### config.mk
export PLATFORM = sky130hd
export DESIGN_NAME = fetch_unit
export DESIGN_NICKNAME = d
export VERILOG_FILES = /design/src/rtl/fetch_unit_pkg.sv /design/src/rtl/fetch_unit_next_pc.sv /design/src/rtl/fetch_unit.sv
export SDC_FILE = /design/constraint.sdc
export NUM_CORES = 1
export LEC_CHECK = 0
export BUFFER_PORTS_ARGS = -buffer_cell sky130_fd_sc_hd__clkbuf_2
export CORE_MARGIN = 2
export CORE_UTILIZATION = 30
export DETAILED_ROUTE_END_ITERATION = 8
export GPL_TIMING_DRIVEN = 0
export PLACE_DENSITY = 0.57
export SLEW_MARGIN = 20
export SYNTH_ARGS = -nofsm -noshare
export SYNTH_HDL_FRONTEND = slang
export SYNTH_SLANG_ARGS = --single-unit
### constraint.sdc
create_clock -name clk_i -period 10.9 [get_ports clk_i]
set_input_delay 1.635 -clock clk_i [delete_from_list [all_inputs] [get_ports clk_i]]
set_output_delay 1.635 -clock clk_i [all_outputs]
set_load 0.005 [all_outputs]
### src/rtl/fetch_unit_pkg.sv
// Shared constants for the fetch/next-PC stage: FSM encodings, PC source selects
// and a word-alignment helper.
package fetch_unit_pkg;

  localparam logic [1:0] FS_FETCH = 2'b00;
  localparam logic [1:0] FS_EXEC  = 2'b01;
  localparam logic [1:0] FS_HALT  = 2'b10;

  localparam logic [1:0] PCSEL_SEQ = 2'b00;
  localparam logic [1:0] PCSEL_J26 = 2'b01;
  localparam logic [1:0] PCSEL_REG = 2'b10;
  localparam logic [1:0] PCSEL_MEM = 2'b11;

  // Register and memory jump targets may carry stray low bits; fetches are word aligned.
  function automatic logic [31:0] word_align(input logic [31:0] addr);
    return addr & 32'hFFFF_FFFC;
  endfunction

endpackage

### src/rtl/fetch_unit_next_pc.sv
// Combinational next-PC resolution: taken condition plus target selection.
module fetch_unit_next_pc
  import fetch_unit_pkg::*;
(
  input  logic [31:0] pc_i,
  input  logic [25:0] instr_index_i,
  input  logic        status_z_i,
  input  logic        is_jump_i,
  input  logic        zero_branch_i,
  input  logic        need_zero_i,
  input  logic        status_branch_i,
  input  logic        need_st_z_i,
  input  logic [1:0]  pc_select_i,
  input  logic        alu_zero_i,
  input  logic [31:0] reg_target_i,
  input  logic [31:0] mem_target_i,
  output logic [31:0] next_pc_o,
  output logic [31:0] link_addr_o
);

  logic [31:0] pc_plus4;
  logic [31:0] branch_off;
  logic [31:0] target;
  logic        taken;

  assign pc_plus4   = pc_i + 32'd4;
  assign branch_off = {{14{instr_index_i[15]}}, instr_index_i[15:0], 2'b00};

  assign taken = is_jump_i
               | (zero_branch_i   & (alu_zero_i == need_zero_i))
               | (status_branch_i & (status_z_i == need_st_z_i));

  always_comb begin
    target = pc_plus4;
    case (pc_select_i)
      PCSEL_SEQ: target = pc_plus4 + branch_off;
      PCSEL_J26: target = {pc_plus4[31:28], instr_index_i, 2'b00};
      PCSEL_REG: target = word_align(reg_target_i);
      PCSEL_MEM: target = word_align(mem_target_i);
      default:   target = pc_plus4;
    endcase
  end

  assign next_pc_o   = taken ? target : pc_plus4;
  assign link_addr_o = pc_plus4;

endmodule

### src/rtl/fetch_unit.sv
// Instruction fetch stage: FETCH/EXEC/HALT sequencer owning the PC, the
// instruction register and the status Z flag.
module fetch_unit
  import fetch_unit_pkg::*;
#(
  parameter logic [31:0] RESET_PC = 32'h0000_0000
) (
  input  logic        clk_i,
  input  logic        reset_i,
  output logic        imem_req_o,
  output logic [31:0] imem_addr_o,
  input  logic        imem_ack_i,
  input  logic [31:0] imem_rdata_i,
  output logic [31:0] instruction_o,
  output logic        instr_valid_o,
  output logic [31:0] link_addr_o,
  input  logic        is_jump_i,
  input  logic        zero_branch_i,
  input  logic        need_zero_i,
  input  logic        status_branch_i,
  input  logic        need_st_z_i,
  input  logic [1:0]  pc_select_i,
  input  logic        alu_zero_i,
  input  logic [31:0] reg_target_i,
  input  logic [31:0] mem_target_i,
  input  logic        status_we_i,
  input  logic        status_z_in_i,
  input  logic        halt_i,
  output logic        status_z_o,
  output logic        halted_o
);

  logic [1:0]  state_q, state_d;
  logic [31:0] pc_q, pc_d;
  logic [31:0] ir_q, ir_d;
  logic        z_q, z_d;
  logic [31:0] next_pc;

  fetch_unit_next_pc u_next_pc (
    .pc_i            (pc_q),
    .instr_index_i   (ir_q[25:0]),
    .status_z_i      (z_q),
    .is_jump_i       (is_jump_i),
    .zero_branch_i   (zero_branch_i),
    .need_zero_i     (need_zero_i),
    .status_branch_i (status_branch_i),
    .need_st_z_i     (need_st_z_i),
    .pc_select_i     (pc_select_i),
    .alu_zero_i      (alu_zero_i),
    .reg_target_i    (reg_target_i),
    .mem_target_i    (mem_target_i),
    .next_pc_o       (next_pc),
    .link_addr_o     (link_addr_o)
  );

  // Z updates at the EXEC closing edge, after next_pc has already consumed the old value.
  always_comb begin
    state_d = state_q;
    pc_d    = pc_q;
    ir_d    = ir_q;
    z_d     = z_q;
    case (state_q)
      FS_FETCH: begin
        if (imem_ack_i) begin
          ir_d    = imem_rdata_i;
          state_d = FS_EXEC;
        end
      end
      FS_EXEC: begin
        pc_d = next_pc;
        if (status_we_i) begin
          z_d = status_z_in_i;
        end
        state_d = halt_i ? FS_HALT : FS_FETCH;
      end
      FS_HALT: state_d = FS_HALT;
      default: state_d = FS_FETCH;
    endcase
  end

  always_ff @(posedge clk_i or posedge reset_i) begin
    if (reset_i) begin
      state_q <= FS_FETCH;
      pc_q    <= RESET_PC;
      ir_q    <= 32'h0;
      z_q     <= 1'b0;
    end else begin
      state_q <= state_d;
      pc_q    <= pc_d;
      ir_q    <= ir_d;
      z_q     <= z_d;
    end
  end

  assign imem_req_o    = (state_q == FS_FETCH);
  assign imem_addr_o   = pc_q;
  assign instruction_o = ir_q;
  assign instr_valid_o = (state_q == FS_EXEC);
  assign halted_o      = (state_q == FS_HALT);
  assign status_z_o    = z_q;

endmodule

* Yosys cells after proc, flatten, opt, wreduce, memory -nomap -nowiden
Cells that the tools add are included.
** Word-level totals
- Bits of input ports :: 110
- Bits in registers :: 67
- Output and inout port bits :: 100
- Word-level logic and storage cells :: 27
** Cells by class
- Reductions and logical operators :: 4
- Bitwise operators :: 4
- Add/subtract/negate cells :: 2
- Mux-type cells :: 5
- Eq/ne operators :: 8
** Operators by type and width (count)
- 32-bit case mux with 4 select lines :: 1
- 32-bit by 3-bit adder with 32-bit output, second input constant :: 1
- 32-bit adder :: 1
- 32-bit two-way mux :: 1
- 2-bit == test, second input constant :: 3
- 2-bit case mux with 3 select lines :: 1
- 2-bit by 1-bit == test with 1-bit output, second input constant :: 2
- 2-bit logical NOT :: 2
- 2-bit two-way mux :: 2
- 2-bit AND reduction :: 2
- 1-bit AND :: 2
- 1-bit == test :: 2
- 2-bit by 1-bit inequality test with 1-bit output, second input constant :: 1
- 1-bit bitwise OR :: 2

* Depth between registers and ports, before layout
Gate-level depths: netlist (run 1).
- Depth after elaboration :: 5
- Mapped depth :: 17

* Modules after synthesis
From an unflattened synthesis (run 1), not the netlist that was laid out.
** Second synthesis, totals
- Cells, all modules :: 603
- Area total of the unflattened synthesis :: 5984.5 um^2
** By module, submodules not included
- fetch_unit_next_pc :: instances 1, seq. area each 0.0 um^2, cells an instance 456, area each 3330.7 um^2
- fetch_unit :: instances 1, seq. area each 1676.6 um^2, cells an instance 147, area each 2653.8 um^2

* Worst setup path before layout (run 1)
No wires, ideal clock.
- Path type :: register -> register
- Start :: register pc_q[2], in the netlist imem_addr_o[2]
- End :: register pc_q[27], in the netlist imem_addr_o[27]
- Required time :: 10.782 ns
- Arrival :: 3.937 ns
- Slack :: 6.845 ns
- Buffers on the path :: 1
- Period minus slack after synthesis :: 4.055 ns
- Stages on the path, launching flop included :: 18
- Cell sequence :: dfrtp_1 > ha_1 > nand3_1 > nor2_1 > nand2_1 > or3_1 > nor2_1 > xor2_1 > ha_1 > clkbuf_1 > and4_2 > and2_1 > o21bai_1 > a21oi_1 > a211oi_2 > xnor2_1 > mux4_2 > a21o_1
** Between the ends
- Longest elaborated chain between the ends :: 4
** Ends and longest elaborated chain
- from (decl) :: RTL line fetch_unit.sv:34 : logic [31:0] pc_q, pc_d;
- from (signal assigned) :: RTL line fetch_unit.sv:89 : pc_q <= pc_d;
- 32-bit by 3-bit adder with 32-bit output :: RTL line fetch_unit_next_pc.sv:26 : assign pc_plus4 = pc_i + 32'd4;
- via link_addr_o[20] :: RTL line fetch_unit.sv:16 : output logic [31:0] link_addr_o,
- 32-bit adder :: RTL line fetch_unit_next_pc.sv:36 : PCSEL_SEQ: target = pc_plus4 + branch_off;
- 32-bit case mux with 4 select lines :: RTL line fetch_unit_next_pc.sv:35 : case (pc_select_i)
- 32-bit two-way mux :: RTL line fetch_unit_next_pc.sv:44 : assign next_pc_o = taken ? target : pc_plus4;
The timed path passes the listed nets, and every way through them passes these cells.
A chain may end at the register's enable or synchronous reset.

* Worst setup path after layout (run 1)
- Start :: register pc_q[4], in the netlist imem_addr_o[4]
- End :: output port link_addr_o[21]
** Between the ends
- Longest elaborated chain between the ends :: 1
** Ends and longest elaborated chain (RTL line)
- 32-bit by 3-bit adder with 32-bit output :: fetch_unit_next_pc.sv:26
- to (decl) :: fetch_unit.sv:16
Every way passes these cells.

==> results of run 1 <==
-- through the flow --
stage / cell area [µm²] / hold WS, ns
after global routing: 7580 / 0.527
after detailed placement: 7290 / 0.496
after floorplan: 5930 / 0.505
after global placement: 7260 / 0.491
after CTS: 7580 / 0.509
final: 7580 / 0.508
-- flip-flops by register name, summed over array words and instances, names as in the netlist --
signal and count:
imem_addr_o 30, state_q 2, status_z_o 1, instruction_o 32
-- cell usage in the layout (no fill, tap or decap), types with 9 or more instances in the layout --
cell type  count
nor2_1        53
clkbuf_16      9
nand3_1       17
o21ai_0       40
a31oi_1        9
inv_1         13
nor3_1        10
xnor2_1       34
a21oi_1       61
ha_1          36
dfrtp_1       65
mux4_2        15
clkbuf_1      28
mux2_2        39
nand4_1       18
o21bai_1      10
nand2_1       66
xor2_1        16
a21o_1        15
clkbuf_2     200
mux2i_1       12
-- metal layers --
metal,vias up,GRT usage,share of wire
li1,2939,-,-
met1,2995,0.309,0.45
met2,259,0.353,0.45
met3,32,0.0470,0.076
met4,0,0.0654,0.024
met5,-,0,0
-- power groups by stage --
stage                     sequential [W]  combinational, W  clock, W
final                           0.000531           0.00191  0.000302
after global routing            0.000554           0.00210  0.000316
after CTS                       0.000529           0.00189  0.000307
after detailed placement        0.000533           0.00188         0
after global placement          0.000529           0.00187         0
after floorplan                 0.000498           0.00129         0
-- cells by family (layout without fill, tap and decap cells) --
group / count (synthesis) / after routing / share of synthesized area
AO/OA/AOI/OAI: 200 / 200 / 0.221
XOR/XNOR: 50 / 50 / 0.0740
adder cells (fa/ha/maj): 37 / 37 / 0.0795
buffers and inverters: 55 / 271 / 0.0379
flip-flops: 65 / 65 / 0.275
multiplexers: 66 / 66 / 0.152
other: 1 / 4 / 0.000634
AND/OR/NAND/NOR: 201 / 201 / 0.160
-- Yosys cell counts (all sizes together) (5+ instances only) --
library cell / number / area [µm²]
ha: 36 / 450
clkbuf: 27 / 101
xnor2: 34 / 298
nor3: 10 / 50.1
a31o: 5 / 43.8
a22oi: 6 / 50.1
and3: 6 / 37.5
a221oi: 5 / 50.0
a21o: 16 / 121
nand4: 18 / 113
nand3: 17 / 85.1
inv: 15 / 56.3
mux2i: 12 / 120
mux2: 39 / 439
nand2: 66 / 248
and4: 6 / 53.8
dfrtp: 65 / 1630
a21oi: 61 / 305
or2: 5 / 31.3
mux4: 15 / 338
o21bai: 10 / 75.1
a211oi: 7 / 57.6
o21ai: 41 / 209
buf: 13 / 66.3
nor2: 53 / 199
xor2: 16 / 140
a31oi: 9 / 56.3
nand2b: 6 / 37.5
-- cell type report --
class / count / share of cell area
plain buffers: 40 / 0.0221
well taps: 265 / 0.0437
multi-input cells: 558 / 0.537
clock inverters: 3 / 0.00528
inverters: 15 / 0.00775
flip-flops and latches: 65 / 0.214
clock buffers: 12 / 0.0338
repair buffers: 201 / 0.136
-- how the worst min path moves through the flow --
stage                           start                 to  cells after the start
floorplan           instruction_o[26]  instruction_o[26]                      1
global placement    instruction_o[27]  instruction_o[27]                      1
detailed placement  instruction_o[31]  instruction_o[31]                      1
CTS                 instruction_o[31]  instruction_o[31]                      1
global route        instruction_o[31]  instruction_o[31]                      1
finish              instruction_o[31]  instruction_o[31]                      1
-- worst max-delay path, stage by stage, from the launching register on --
cell,delay (ns)
dfrtp_1,0.34
clkbuf_1,0.25
nand4_1,0.21
nor3b_1,0.75
nand2_1,0.37
nor2_1,0.40
and3_1,0.28
xor2_1,0.40
clkbuf_2,0.20
==> metrics.cfg, run 1 <==
[logic_synthesis]
synth_warnings = 0
synth.avg_cell_area_um2 = 8.76
synth-main-ff-cell = dfrtp_1
ys_types = 65
syn_inst = 675
ys_seq_area_frac = 0.275
synthArstFlopShare = 1.00
synth_area_um2 = 5910
synth_seq_cells = 65
synth-edff-count = 0

[power_and_ir_drop]
ir_drop_mv = 0.154
power_w = 0.00274
power_per_cell_area_nw_per_um2 = 361
p_switching_w = 0.00135
swShare = 0.495
pwr-share-clk = 0.110
p_leak_nw = 3.44
combPwrFrac = 0.696
p_int_w = 0.00138
seq_power_share = 0.194

[job]
drv_cap = 0

[critical_path]
worstSetupStartpointType = flop
critPathMaxFanout = 7
rrSetupSlack_ns = 5.85
critPathCaptureType = output port
r2r-end = imem_addr_o[27]
crit_end = link_addr_o[21]
critPathRequiredTime_ns = 9.27
cp-startpoint = imem_addr_o[4]
reg2reg_from = imem_addr_o[4]
r2r_cells = 15
critPathKind = flop to output port
critPathArrivalTime_ns = 3.56

[floorplanning]
coreArea_um2 = 19400
rows = 51
die_h_um = 144
die_area_um2 = 20900
die_w_um = 144
io_pins = 210
start_util = 0.305

[grt]
grt_pass1_wl_um = 35000
grt_overflow = 0
grt_max_degree = 43
first_global_vias = 6006
track_usage = 0.224
antenna_found_initial = 0

[clock_network]
cts_setup_buffers = 0
htreeDepth = 3
cts_tree = yes
clock_latency_ns = 0.34
cts.hold.buffers_added = 0
cts_made_buffers = 9
clock_sinks = 65
root_buffer = clkbuf_16
path_clk_slew_ns = 0.06
cts.path.max_buffers = 2
ctsResizeCount = 0

[sta]
slew_headroom = 0.286
min_period_ns = 5.20
setup_tns_ns = 0
finalHoldViolCount = 0
tightest_slew_ns = 1.07
clock.fmax_mhz = 192
fin_worst_skew_ns = 0.00594
fin_ws_ns = 5.70
rsz0062_at_grt = no
drv_slew = 0
period_share = 0.477
setup_violations = 0

[route]
drt-total-wl_um = 23300
wl_per_cell_um = 20.1
post-route-drc-count = 0
vias_per_cell = 5.37
vias = 6225
drt_iter0_markers = 420
ant_nets = 0
first_pass_iters = 7

[placed_design]
placed_cells_incl_taps = 1144
gp_congestion = 0.918
dp_slack_ns = 5.94
port_buffers = 200
dp_hpwl_um = 18300

[finish]
final_nets = 1037
multi_input_area_um2 = 4080
antenna_cells = 0
instances_no_fill = 1159
syn2layout_area_growth_pct = 28.2
final_core_util = 0.391
seqCellArea_um2 = 1630
nFillCells = 2040
drive_gt1_frac = 0.329

[hold_path]
hold_class = flop to flop

[status]
status = finished clean

Note: power is estimated with default switching activity, not from simulation.
==> run 2, diff against run 1 <==
--- a/config.mk
+++ b/config.mk
@@ -5,12 +5,13 @@
 export SDC_FILE = /design/constraint.sdc
 export NUM_CORES = 1
 export LEC_CHECK = 0
+export ABC_AREA = 1
 export BUFFER_PORTS_ARGS = -buffer_cell sky130_fd_sc_hd__clkbuf_2
 export CORE_MARGIN = 2
 export CORE_UTILIZATION = 30
 export DETAILED_ROUTE_END_ITERATION = 8
 export GPL_TIMING_DRIVEN = 0
-export PLACE_DENSITY = 0.57
+export PLACE_DENSITY = 0.56
 export SLEW_MARGIN = 20
 export SYNTH_ARGS = -nofsm -noshare
 export SYNTH_HDL_FRONTEND = slang
==> constraint.sdc (replaced) <==
create_clock -name clk_i -period 5.06 [get_ports clk_i]
set_input_delay 0.759 -clock clk_i [delete_from_list [all_inputs] [get_ports clk_i]]
set_output_delay 0.759 -clock clk_i [all_outputs]
set_load 0.005 [all_outputs]
==> metrics.cfg, run 2 <==
[status]
status = finished clean

[logic_synthesis]
synth_top_area_share = 0.251
synth-edff-count = 0
synth_warnings = 0
synth.largest_area_cell = nand2_1
synth_most_common_cell = nand2_1
synthArstFlopShare = 1.00
ys_types = 42
syn_inst = 1111
synth_area_um2 = 6590
synth-main-ff-cell = dfrtp_1
synth_seq_cells = 65
synth.avg_cell_area_um2 = 5.93
ys_seq_area_frac = 0.247
synthTopCellsByCount = nand2_1, inv_1, nor2_1
synth_area_leaders = nand2_1, dfrtp_1, inv_1

[sta]
finalHoldViolCount = 0
period_share = 0.698
drv_slew = 0
min_period_ns = 3.53
rsz0062_at_grt = no
slew_headroom = 0.298
clock.fmax_mhz = 283
setup_tns_ns = 0
fin_worst_skew_ns = 0.00865
tightest_slew_ns = 1.05
hold_slack_ns = 0.339
setup_violations = 0

[finish]
multi_input_area_um2 = 4230
antenna_cells = 0
final_nets = 1474
final_core_util = 0.383
layout_commonest_cell = nand2_1
largest_reg_flops = 32
instances_no_fill = 1612
syn2layout_area_growth_pct = 26.2
layout_common_cells = nand2_1, clkbuf_2, inv_1, nor2_1, nand3_1
drive_gt1_frac = 0.200
seqCellArea_um2 = 1630
nFillCells = 2420

[critical_path]
worstSetupStartpointType = flop
critPathCaptureType = flop
critPathArrivalTime_ns = 3.77
critPathRequiredTime_ns = 5.29
cp-startpoint = imem_addr_o[3]
reg2reg_from = imem_addr_o[3]
critPathMaxFanout = 7
critPathKind = flop to flop

[clock_network]
clock_latency_ns = 0.34
cts_setup_buffers = 0
cts_tree = yes
cts.hold.buffers_added = 0
root_buffer = clkbuf_16
cts.path.max_buffers = 2
cts_made_buffers = 9
path_clk_slew_ns = 0.06
ctsResizeCount = 0
clock_sinks = 65
htreeDepth = 3

[route]
drt-met1-wl_um = 12300
wl_met2_um = 13000
wl_per_cell_um = 17.2
vias = 7817
highest_layer = met4
vias_per_cell = 4.85
dr_wl_met3_um = 1900
ant_nets = 0
drt_iter0_markers = 583
first_pass_iters = 6
post-route-drc-count = 0
drt-total-wl_um = 27700

[floorplanning]
io_pins = 210
coreArea_um2 = 21700
die_w_um = 152
die_area_um2 = 23200
die_h_um = 152
start_util = 0.304
rows = 54

[grt]
grt_overflow = 0
grt_pass1_wl_um = 42600
grt_max_degree = 50
first_global_vias = 7503
antenna_found_initial = 0
track_usage = 0.236

[placed_design]
dp_hpwl_um = 23100
gp_congestion = 0.973
port_buffers = 201
placed_cells_incl_taps = 1596

[power_and_ir_drop]
p_leak_nw = 4.94
ir_drop_mv = 0.166
power_w = 0.00167
power_per_cell_area_nw_per_um2 = 200

[job]
drv_cap = 0

[hold_path]
hold_class = input pin to async pin

-- run 2: power by group --
| part | internal [W] | switching [W] | leakage, nW |
|---|---|---|---|
| clock network | 0.000447 | 0.000263 | 0.159 |
| registers | 0.000520 | 0.00000108 | 0.698 |
| logic | 0.000157 | 0.000278 | 4.08 |
| total | 0.00112 | 0.000543 | 4.94 |
-- run 2: worst paths after layout --
path | end | slack [ns] | cells after the start
min in group clk_i | instruction_o[26] | 0.48 | 2
max reg2reg | imem_addr_o[29] | 1.53 | 19
min | instruction_o[31] | 0.34 | 2
max | imem_addr_o[29] | 1.53 | 19
min reg2reg | instruction_o[26] | 0.48 | 2
max in group asynchronous | imem_addr_o[21] | 4.18 | 3
-- run 2: layer usage --
layer / GRT usage / vias to the layer above
met5: 0 / -
met4: 0.0570 / 0
met3: 0.0364 / 27
met2: 0.405 / 279
met1: 0.313 / 3575
li1: - / 3936
-- run 2: logic make-up after synthesis --
kind of cell,share of synthesized area
AND/OR/NAND/NOR,0.421
buffers and inverters,0.113
AO/OA/AOI/OAI,0.113
flip-flops,0.247
adder cells (fa/ha/maj),0.0714
XOR/XNOR,0.0315
other,0.000569
multiplexers,0.00171
-- run 2: worst max-delay path: stages, from the launching register on --
cell and delay (ns):
dfrtp_1 0.42, ha_1 0.22, nand2_1 0.09, inv_2 0.08, nand2_2 0.08, nor2_4 0.28, nand2_4 0.09, nor2_4 0.14
xor2_1 0.41, ha_1 0.40, a21oi_1 0.29, o21ai_0 0.16, inv_1 0.08, nand2_1 0.08, a21oi_1 0.22, nand3_1 0.10
nand3_1 0.12, nand2_1 0.07, nand2_1 0.05, nand2_1 0.04
-- run 2: final cells by class --
class | instances | share of cell area
sequential | 65 | 0.196
inverter | 159 | 0.0721
multi-input combinational | 858 | 0.508
timing repair buffer | 202 | 0.124
clock inverter | 6 | 0.0108
buffer | 32 | 0.0181
tap | 280 | 0.0421
clock buffer | 10 | 0.0287
-- run 2: metrics by stage --
stage	worst slack (ns)	instance area (µm²)
4_1_cts	1.60	8310
6_report	1.53	8310
2_1_floorplan	2.36	6600
3_5_place_dp	1.63	7990
5_1_grt	1.25	8310
3_3_place_gp	1.61	7960
